<file path="config.mk">
export PLATFORM = sky130hd
export DESIGN_NAME = sysbus_arbiter_rr
export DESIGN_NICKNAME = d
export VERILOG_FILES = /design/src/rtl/sysbus_arbiter_rr.sv
export SDC_FILE = /design/constraint.sdc
export NUM_CORES = 1
export LEC_CHECK = 0
export ABC_AREA = 1
export CAP_MARGIN = 20
export CORE_AREA = 2 2 156 158
export CTS_CLUSTER_SIZE = 8
export DETAILED_ROUTE_END_ITERATION = 6
export DIE_AREA = 0 0 158 160
export HOLD_SLACK_MARGIN = 0.02
export PLACE_DENSITY = 0.45
export SLEW_MARGIN = 10
export SYNTH_ARGS = -nofsm -noshare
export SYNTH_HDL_FRONTEND = slang
export SYNTH_SLANG_ARGS = --single-unit
</file>
<file path="constraint.sdc">
create_clock -name clk -period 1.82 [get_ports clk]
set_clock_uncertainty 0.1 [all_clocks]
set_input_delay 0.364 -clock clk [delete_from_list [all_inputs] [get_ports clk]]
set_output_delay 0.364 -clock clk [all_outputs]
set_load 0.02 [all_outputs]
</file>
<file path="src/rtl/sysbus_arbiter_rr.sv">
// N-way Sysbus arbiter: grants one requester at a time, forwards its request and data burst
// or routes the read response beats back to it; round-robin or fixed-priority grant.
module sysbus_arbiter_rr #(
   parameter int unsigned NUM_PORTS      = 2,
   parameter int unsigned BUS_DATA_WIDTH = 64,
   parameter int unsigned BUS_TAG_WIDTH  = 13,
   parameter int unsigned LINE_BEATS     = 8,
   parameter int unsigned WRITE_TAG_BIT  = 12,
   parameter int unsigned PRIORITY_MODE  = 0,
   localparam int unsigned OwnerW = (NUM_PORTS > 1) ? $clog2(NUM_PORTS) : 1
) (
   input  logic                                clk,
   input  logic                                reset,
   input  logic [NUM_PORTS-1:0]                port_reqcyc,
   input  logic [NUM_PORTS*BUS_DATA_WIDTH-1:0] port_req,
   input  logic [NUM_PORTS*BUS_TAG_WIDTH-1:0]  port_reqtag,
   input  logic [NUM_PORTS-1:0]                port_respack,
   output logic [NUM_PORTS-1:0]                port_reqack,
   output logic [NUM_PORTS-1:0]                port_respcyc,
   output logic [BUS_DATA_WIDTH-1:0]           port_resp,
   output logic [BUS_TAG_WIDTH-1:0]            port_resptag,
   output logic                                bus_reqcyc,
   output logic [BUS_DATA_WIDTH-1:0]           bus_req,
   output logic [BUS_TAG_WIDTH-1:0]            bus_reqtag,
   input  logic                                bus_reqack,
   input  logic                                bus_respcyc,
   input  logic [BUS_DATA_WIDTH-1:0]           bus_resp,
   input  logic [BUS_TAG_WIDTH-1:0]            bus_resptag,
   output logic                                bus_respack,
   output logic [OwnerW-1:0]                   owner,
   output logic                                err_orphan_resp
);

   localparam int unsigned BeatW = $clog2(LINE_BEATS) + 1;
   localparam logic [BeatW-1:0] LastBeat = BeatW'(LINE_BEATS - 1);

   localparam logic [1:0] StIdle  = 2'd0;
   localparam logic [1:0] StReq   = 2'd1;
   localparam logic [1:0] StWdata = 2'd2;
   localparam logic [1:0] StResp  = 2'd3;

   logic [1:0]                state_q, state_d;
   logic [OwnerW-1:0]         owner_q, owner_d;
   logic [OwnerW-1:0]         last_q, last_d;
   logic [BeatW-1:0]          beat_q, beat_d;
   logic                      err_q, err_d;

   logic                      arb_valid;
   logic [OwnerW-1:0]         arb_idx;
   logic [OwnerW-1:0]         cand;
   int unsigned               cand_int;

   logic                      own_reqcyc;
   logic                      own_respack;
   logic [BUS_DATA_WIDTH-1:0] own_req;
   logic [BUS_TAG_WIDTH-1:0]  own_tag;
   logic [NUM_PORTS-1:0]      owner_oh;
   logic                      resp_fire;

   always_comb begin
      own_reqcyc  = 1'b0;
      own_respack = 1'b0;
      own_req     = '0;
      own_tag     = '0;
      owner_oh    = '0;
      for (int unsigned i = 0; i < NUM_PORTS; i++) begin
         if (owner_q == OwnerW'(i)) begin
            own_reqcyc  = port_reqcyc[i];
            own_respack = port_respack[i];
            own_req     = port_req[i*BUS_DATA_WIDTH +: BUS_DATA_WIDTH];
            own_tag     = port_reqtag[i*BUS_TAG_WIDTH +: BUS_TAG_WIDTH];
            owner_oh[i] = 1'b1;
         end
      end
   end

   // Search order starts just past the last completed owner (round-robin) or at port 0.
   always_comb begin
      arb_valid = 1'b0;
      arb_idx   = '0;
      cand      = '0;
      cand_int  = 0;
      for (int unsigned k = 0; k < NUM_PORTS; k++) begin
         if (PRIORITY_MODE != 0) begin
            cand_int = k;
         end else begin
            cand_int = (32'(last_q) + 32'd1 + k) % NUM_PORTS;
         end
         cand = OwnerW'(cand_int);
         if (!arb_valid && port_reqcyc[cand]) begin
            arb_valid = 1'b1;
            arb_idx   = cand;
         end
      end
   end

   assign resp_fire = (state_q == StResp) && bus_respcyc && own_respack;

   always_comb begin
      state_d = state_q;
      owner_d = owner_q;
      last_d  = last_q;
      beat_d  = beat_q;
      err_d   = err_q;
      case (state_q)
         StIdle: begin
            if (arb_valid) begin
               owner_d = arb_idx;
               state_d = StReq;
            end
         end
         StReq: begin
            if (!own_reqcyc) begin
               state_d = StIdle;
            end else if (bus_reqack) begin
               state_d = own_tag[WRITE_TAG_BIT] ? StWdata : StResp;
               beat_d  = '0;
            end
         end
         StWdata: begin
            if (own_reqcyc) begin
               if (beat_q == LastBeat) begin
                  state_d = StIdle;
                  last_d  = owner_q;
               end else begin
                  beat_d = beat_q + BeatW'(1);
               end
            end
         end
         StResp: begin
            if (resp_fire) begin
               if (beat_q == LastBeat) begin
                  state_d = StIdle;
                  last_d  = owner_q;
               end else begin
                  beat_d = beat_q + BeatW'(1);
               end
            end
         end
         default: state_d = StIdle;
      endcase
      if (bus_respcyc && (state_q != StResp)) begin
         err_d = 1'b1;
      end
   end

   always_ff @(posedge clk or negedge reset) begin
      if (!reset) begin
         state_q <= StIdle;
         owner_q <= '0;
         last_q  <= OwnerW'(NUM_PORTS - 1);
         beat_q  <= '0;
         err_q   <= 1'b0;
      end else begin
         state_q <= state_d;
         owner_q <= owner_d;
         last_q  <= last_d;
         beat_q  <= beat_d;
         err_q   <= err_d;
      end
   end

   always_comb begin
      bus_reqcyc   = 1'b0;
      bus_req      = '0;
      bus_reqtag   = '0;
      port_reqack  = '0;
      port_respcyc = '0;
      port_resp    = '0;
      port_resptag = '0;
      bus_respack  = 1'b0;
      if ((state_q == StReq) || (state_q == StWdata)) begin
         bus_reqcyc = own_reqcyc;
         bus_req    = own_req;
         bus_reqtag = own_tag;
      end
      if (state_q == StReq) begin
         port_reqack = bus_reqack ? owner_oh : '0;
      end
      if (state_q == StResp) begin
         port_respcyc = bus_respcyc ? owner_oh : '0;
         bus_respack  = own_respack & bus_respcyc;
         port_resp    = bus_resp;
         port_resptag = bus_resptag;
      end
   end

   assign owner           = owner_q;
   assign err_orphan_resp = err_q;

endmodule

</file>
* Yosys cells after proc, flatten, opt, wreduce, memory -nomap -nowiden
Cells that the tools add are included.
** Operators by class
- Add/sub/neg operators :: 3
- Order comparisons :: 2
- Equality and inequality tests :: 11
- Muxes and demuxes :: 42
- Bitwise operators :: 1
- Reduce and logical (&&, ||, !) cells :: 13
** Operators with widths (number)
- 64-bit two-way mux :: 3
- 13-bit two-way mux :: 3
- 2-bit two-way mux :: 10
- 4-bit two-way mux :: 5
- 1-bit two-way mux :: 18
- 2-bit inequality test (second input constant) :: 6
- 4-bit case mux with 3 select lines :: 1
- 2-bit case mux with 4 select lines :: 1
- 5-bit AND reduction :: 1
- 4-bit by 1-bit adder with 4-bit output (second input constant) :: 1
- 2-bit equality test (second input constant) :: 2
- 4-bit by 3-bit equality test with 1-bit output (second input constant) :: 1
- 1-bit logical AND :: 4
- 1-bit by 2-bit less-than comparator with 1-bit output (second input constant) :: 2
- 4-bit AND reduction :: 1
- 3-bit inequality test (second input constant) :: 1
- 3-bit AND reduction :: 1
- 3-bit nonzero test :: 1
- 1-bit adder (second input constant) :: 2
- 2-bit by 1-bit equality test with 1-bit output (second input constant) :: 1
- 2-bit logical NOT :: 1
- 1-bit case mux with 2 select lines :: 1
- 2-bit AND reduction :: 1
- 2-bit nonzero test :: 1
- other kinds (3) :: 3
** Storage, ports and cells
- Register bits after elaboration :: 9
- Bits of input ports :: 239
- Output and inout bits :: 162
- Word-level logic and storage cells :: 77

* Logic depth before layout (Yosys ltp)
- Depth in word-level cells :: 9
- Gate-level depth with buffers :: 11
- Gate-level depth less buffers :: 10

* Worst setup path after synthesis
OpenSTA, ideal clock, no wires.
- Path kind :: reg-to-output
- Start point :: register state_q[1]
- End point :: output bus_req[33]
- Arrival :: 1602 ps
- Required time :: 1356 ps
- Path slack :: -246 ps
- Stages on the path, launching flop included :: 7
- Buffers on the path :: 2
- Cell sequence :: dfrtp_1 > inv_1 > ha_1 > buf_2 > clkbuf_1 > o21ai_0 > nor2_1
** On the way
- Cells in the longest elaborated chain, start to end :: 3
- Elaborated cells on any way between the ends :: 4
- Classes of those cells :: eq/ne: 2; mux: 1; reduce/logical: 1
** Ends and longest elaborated chain
- start: declaration :: RTL line 42 : logic [1:0] state_q, state_d;
- start signal: assignment :: RTL line 149 : state_q <= StIdle;
- start signal: assignment :: RTL line 155 : state_q <= state_d;
- 2-bit by 1-bit equality test with 1-bit output or 2-bit equality test (tied branches) :: RTL line 172 : if ((state_q == StReq) || (state_q == StWdata)) begin
- 1-bit logical OR * :: RTL line 172
- 64-bit two-way mux * :: RTL line 172
- end: declaration :: RTL line 23 : output logic [BUS_DATA_WIDTH-1:0] bus_req,
Mark *: on every way between the ends. The rest lies on a longest branch, timed or not.

* Worst setup path in the final report
- Start point :: register state_q[1]
- End point :: output port_resp[38]
** On the way
- Cells in the longest elaborated chain, start to end :: 2
** Ends and longest elaborated chain
- 2-bit equality test :: RTL line 180 : if (state_q == StResp) begin
- 64-bit two-way mux :: RTL line 180
- end: declaration :: RTL line 20 : output logic [BUS_DATA_WIDTH-1:0] port_resp,
Every way passes these cells.

==> results.sh <==
export IMPL_period_needed_ns=2.135
export IMPL_use_met3_pct=3.962
export IMPL_use_met1_pct=14.84
export IMPL_violations="setup timing"
export IMPL_clockBufferDepth=2
export IMPL_syn_inst=521
export IMPL_pin_count=401
export IMPL_ir_drop_mv=0.8350
export IMPL_critPathMaxFanout=15
export IMPL_hpwl_um=15380
export IMPL_power_density_nw_per_um2=1459
export IMPL_area_delta_synth_final_pct=218.3
export IMPL_cts_tree="built"
export IMPL_wire_per_inst_um=16.21
export IMPL_tightest_slew_ns=0.4523
export IMPL_cp_arrival_ns=1.67
export IMPL_first_iter_violations=168
export IMPL_clock_latency_ns=0.24
export IMPL_final_layout_size_suffix_gt1_share_pct=37.01
export IMPL_synth_distinct_cells=26
export IMPL_numCtsBuffers=3
export IMPL_setup_slack_ns=-0.3145
export IMPL_hold_viol=0
export IMPL_place_congestion=0.7167
export IMPL_critical_path_class="reg2out"
export IMPL_tritoncts_num_sinks=9
export IMPL_cp_required_ns=1.36
export IMPL_grt_ovfl_total=0
export IMPL_grt_usage_pct=13.59
export IMPL_synth_main_ff_cell="dfrtp_1"
export IMPL_wl_um=20660
export IMPL_grt_max_degree=51
export IMPL_rrSetupSlack_ns=0.06
export IMPL_syn_area_per_cell_sq_um=4.666
export IMPL_cts_max_level=1
export IMPL_die_area_sq_um=25280
export IMPL_slew_viol_final=0
export IMPL_grt_busiest_layer="met2"
export IMPL_design_area_sq_um=7737
export IMPL_cts_root_buf="clkbuf_16"
export IMPL_grt_pass1_wl_um=26810
export IMPL_fp_dieH_um=160
export IMPL_finalCritPeriodShare_pct=117.3
export IMPL_synthArstFlopShare_pct=100.0
export IMPL_synth_fp_nets=767
export IMPL_synth_top_cells_by_count="nor2_1 (159), nand2_1 (111), inv_1 (88), o21ai_0 (70), clkbuf_1 (15)"
export IMPL_setup_viol=156
export IMPL_vias=4803
export IMPL_coreArea_sq_um=23820
export IMPL_io_buffers=400
export IMPL_r2r_cells=11
export IMPL_outcome="complete, but fails checks"
export IMPL_antenna_found_initial=0
export IMPL_cp_start_kind="flip-flop"
export IMPL_yosysMostFrequentCell="nor2_1"
export IMPL_cellLeakagePower_nw=3.991
export IMPL_ys_seq_elements=9
export IMPL_diodes=0
export IMPL_r2r_start="state_q[1]"
export IMPL_power_w=0.01129
export IMPL_ys_warn_count=0
export IMPL_netlist_area_sq_um=2431
export IMPL_fin_nets=1198
export IMPL_synth_top_cells_by_area="nor2_1 (25%), nand2_1 (17%), o21ai_0 (14%)"
export IMPL_postRouteAntennaNets=0
export IMPL_end_kind="output port"
export IMPL_maxCapViolCount=0
export IMPL_synth_edf_count=0
export IMPL_firstDrtPassIters=4
export IMPL_yosysSeqAreaShare_pct=9.315
export IMPL_use_met2_pct=26.34
export IMPL_grt_pass1_vias=4771
export IMPL_synth_area_leader_cell="nor2_1"
export IMPL_postCtsHoldBufs=0
export IMPL_post_synth_top_area_fraction_pct=24.55
export IMPL_hold_ws_ns=0.3465
export IMPL_drc_errors=0
export IMPL_place_area_sq_um=7247
export IMPL_via_per_inst=3.767
export IMPL_rsz0062_at_grt="true"
export IMPL_clk_pin_slew_ns=0.04
export IMPL_start_util_pct=10.21
export IMPL_startpoint="state_q[1]"
export IMPL_die_w_um=158
export IMPL_reg2reg_to="beat_q[1]"
export IMPL_rows=57
export IMPL_hp_class="in2async"
export IMPL_max_slew_margin_pct=69.75
export IMPL_fmax_mhz=468.5
-- worst max-delay path by stage --
| stage | slack (ns) | depth (start not counted) | endpoint |
|---|---|---|---|
| 6_report | -0.31 | 8 | port_resp[38] |
| 5_1_grt | -0.38 | 8 | port_resp[38] |
| 4_1_cts | -0.39 | 8 | bus_reqtag[12] |
| 3_5_place_dp | -0.55 | 6 | bus_reqtag[3] |
| 3_3_place_gp | -0.57 | 6 | bus_reqtag[3] |
| 2_1_floorplan | -0.03 | 6 | bus_req[33] |
-- what timing repair did --
| item | 4_1_cts | 5_1_grt |
|---|---|---|
| pin swaps | 3 | 37 |
| resized for setup | 426 | 392 |
| setup endpoints to repair | 163 | 165 |
| gates cloned | 1 | 14 |
| buffers inserted | 1 | 12 |
-- area by class of cell --
type / instances / area (sq um)
Inverter: 90 / 355.3
Timing Repair Buffer: 460 / 4536
Clock buffer: 4 / 78.83
Fill cell: 2686 / 16080
Tap cell: 324 / 405.4
Sequential cell: 9 / 227.7
Multi-Input combinational cell: 388 / 2135
-- cell usage in the layout, fill, tap and decap left out, types with 15 or more instances in the layout --
| cell type | count |
|---|---|
| inv_1 | 82 |
| buf_6 | 56 |
| clkbuf_2 | 19 |
| o21ai_0 | 15 |
| buf_2 | 33 |
| clkdlybuf4s50_1 | 238 |
| nand2_1 | 107 |
| o21ai_2 | 20 |
| nor2_1 | 89 |
| buf_12 | 19 |
| nor2_2 | 70 |
| buf_4 | 80 |
| o21ai_1 | 36 |
-- worst max-delay path, cell delays in order, from the launching register on --
cell	delay [ns]
dfrtp_1	0.38
buf_4	0.17
ha_4	0.17
buf_4	0.14
buf_4	0.14
clkbuf_16	0.16
nand2_1	0.08
inv_1	0.04
buf_4	0.15
-- through the flow --
stage               instances  setup WS, ns  TNS (ns)  util, %
floorplan                 521      -0.02836   -0.1298        -
global placement         1246       -0.5729    -49.03    30.42
detailed placement       1246       -0.5455    -49.29    30.42
CTS                      1252       -0.3850    -37.01    30.30
global route             1275       -0.3779    -41.22    32.48
finish                   1275       -0.3145    -29.24    32.48
-- power by group --
part | switching, W | leakage [nW] | internal, W
registers | 0.0000508 | 0.111 | 0.000240
logic | 0.00562 | 3.84 | 0.00498
clock network | 0.000101 | 0.0382 | 0.000293
-- registers in the layout, indices dropped and copies added, names as in the netlist --
register,cells
beat_q,4
err_orphan_resp,1
state_q,2
last_q,1
owner,1
-- routing by layer --
metal / part of all wire (%) / routed length, um / up-vias
met5: 0 / 0 / -
met4: 0.48 / 99 / 0
met3: 10 / 2086 / 9
met2: 51 / 10630 / 254
met1: 38 / 7844 / 2118
li1: - / - / 2422
-- cell families after synthesis --
group / count (synthesis) / share of synthesized area [%]
compound gates: 86 / 18.06
fa+ha+maj: 7 / 3.603
flops: 9 / 9.316
simple gates: 295 / 48.53
buf+inv: 124 / 20.48
Power figures use the tool's default switching activity.
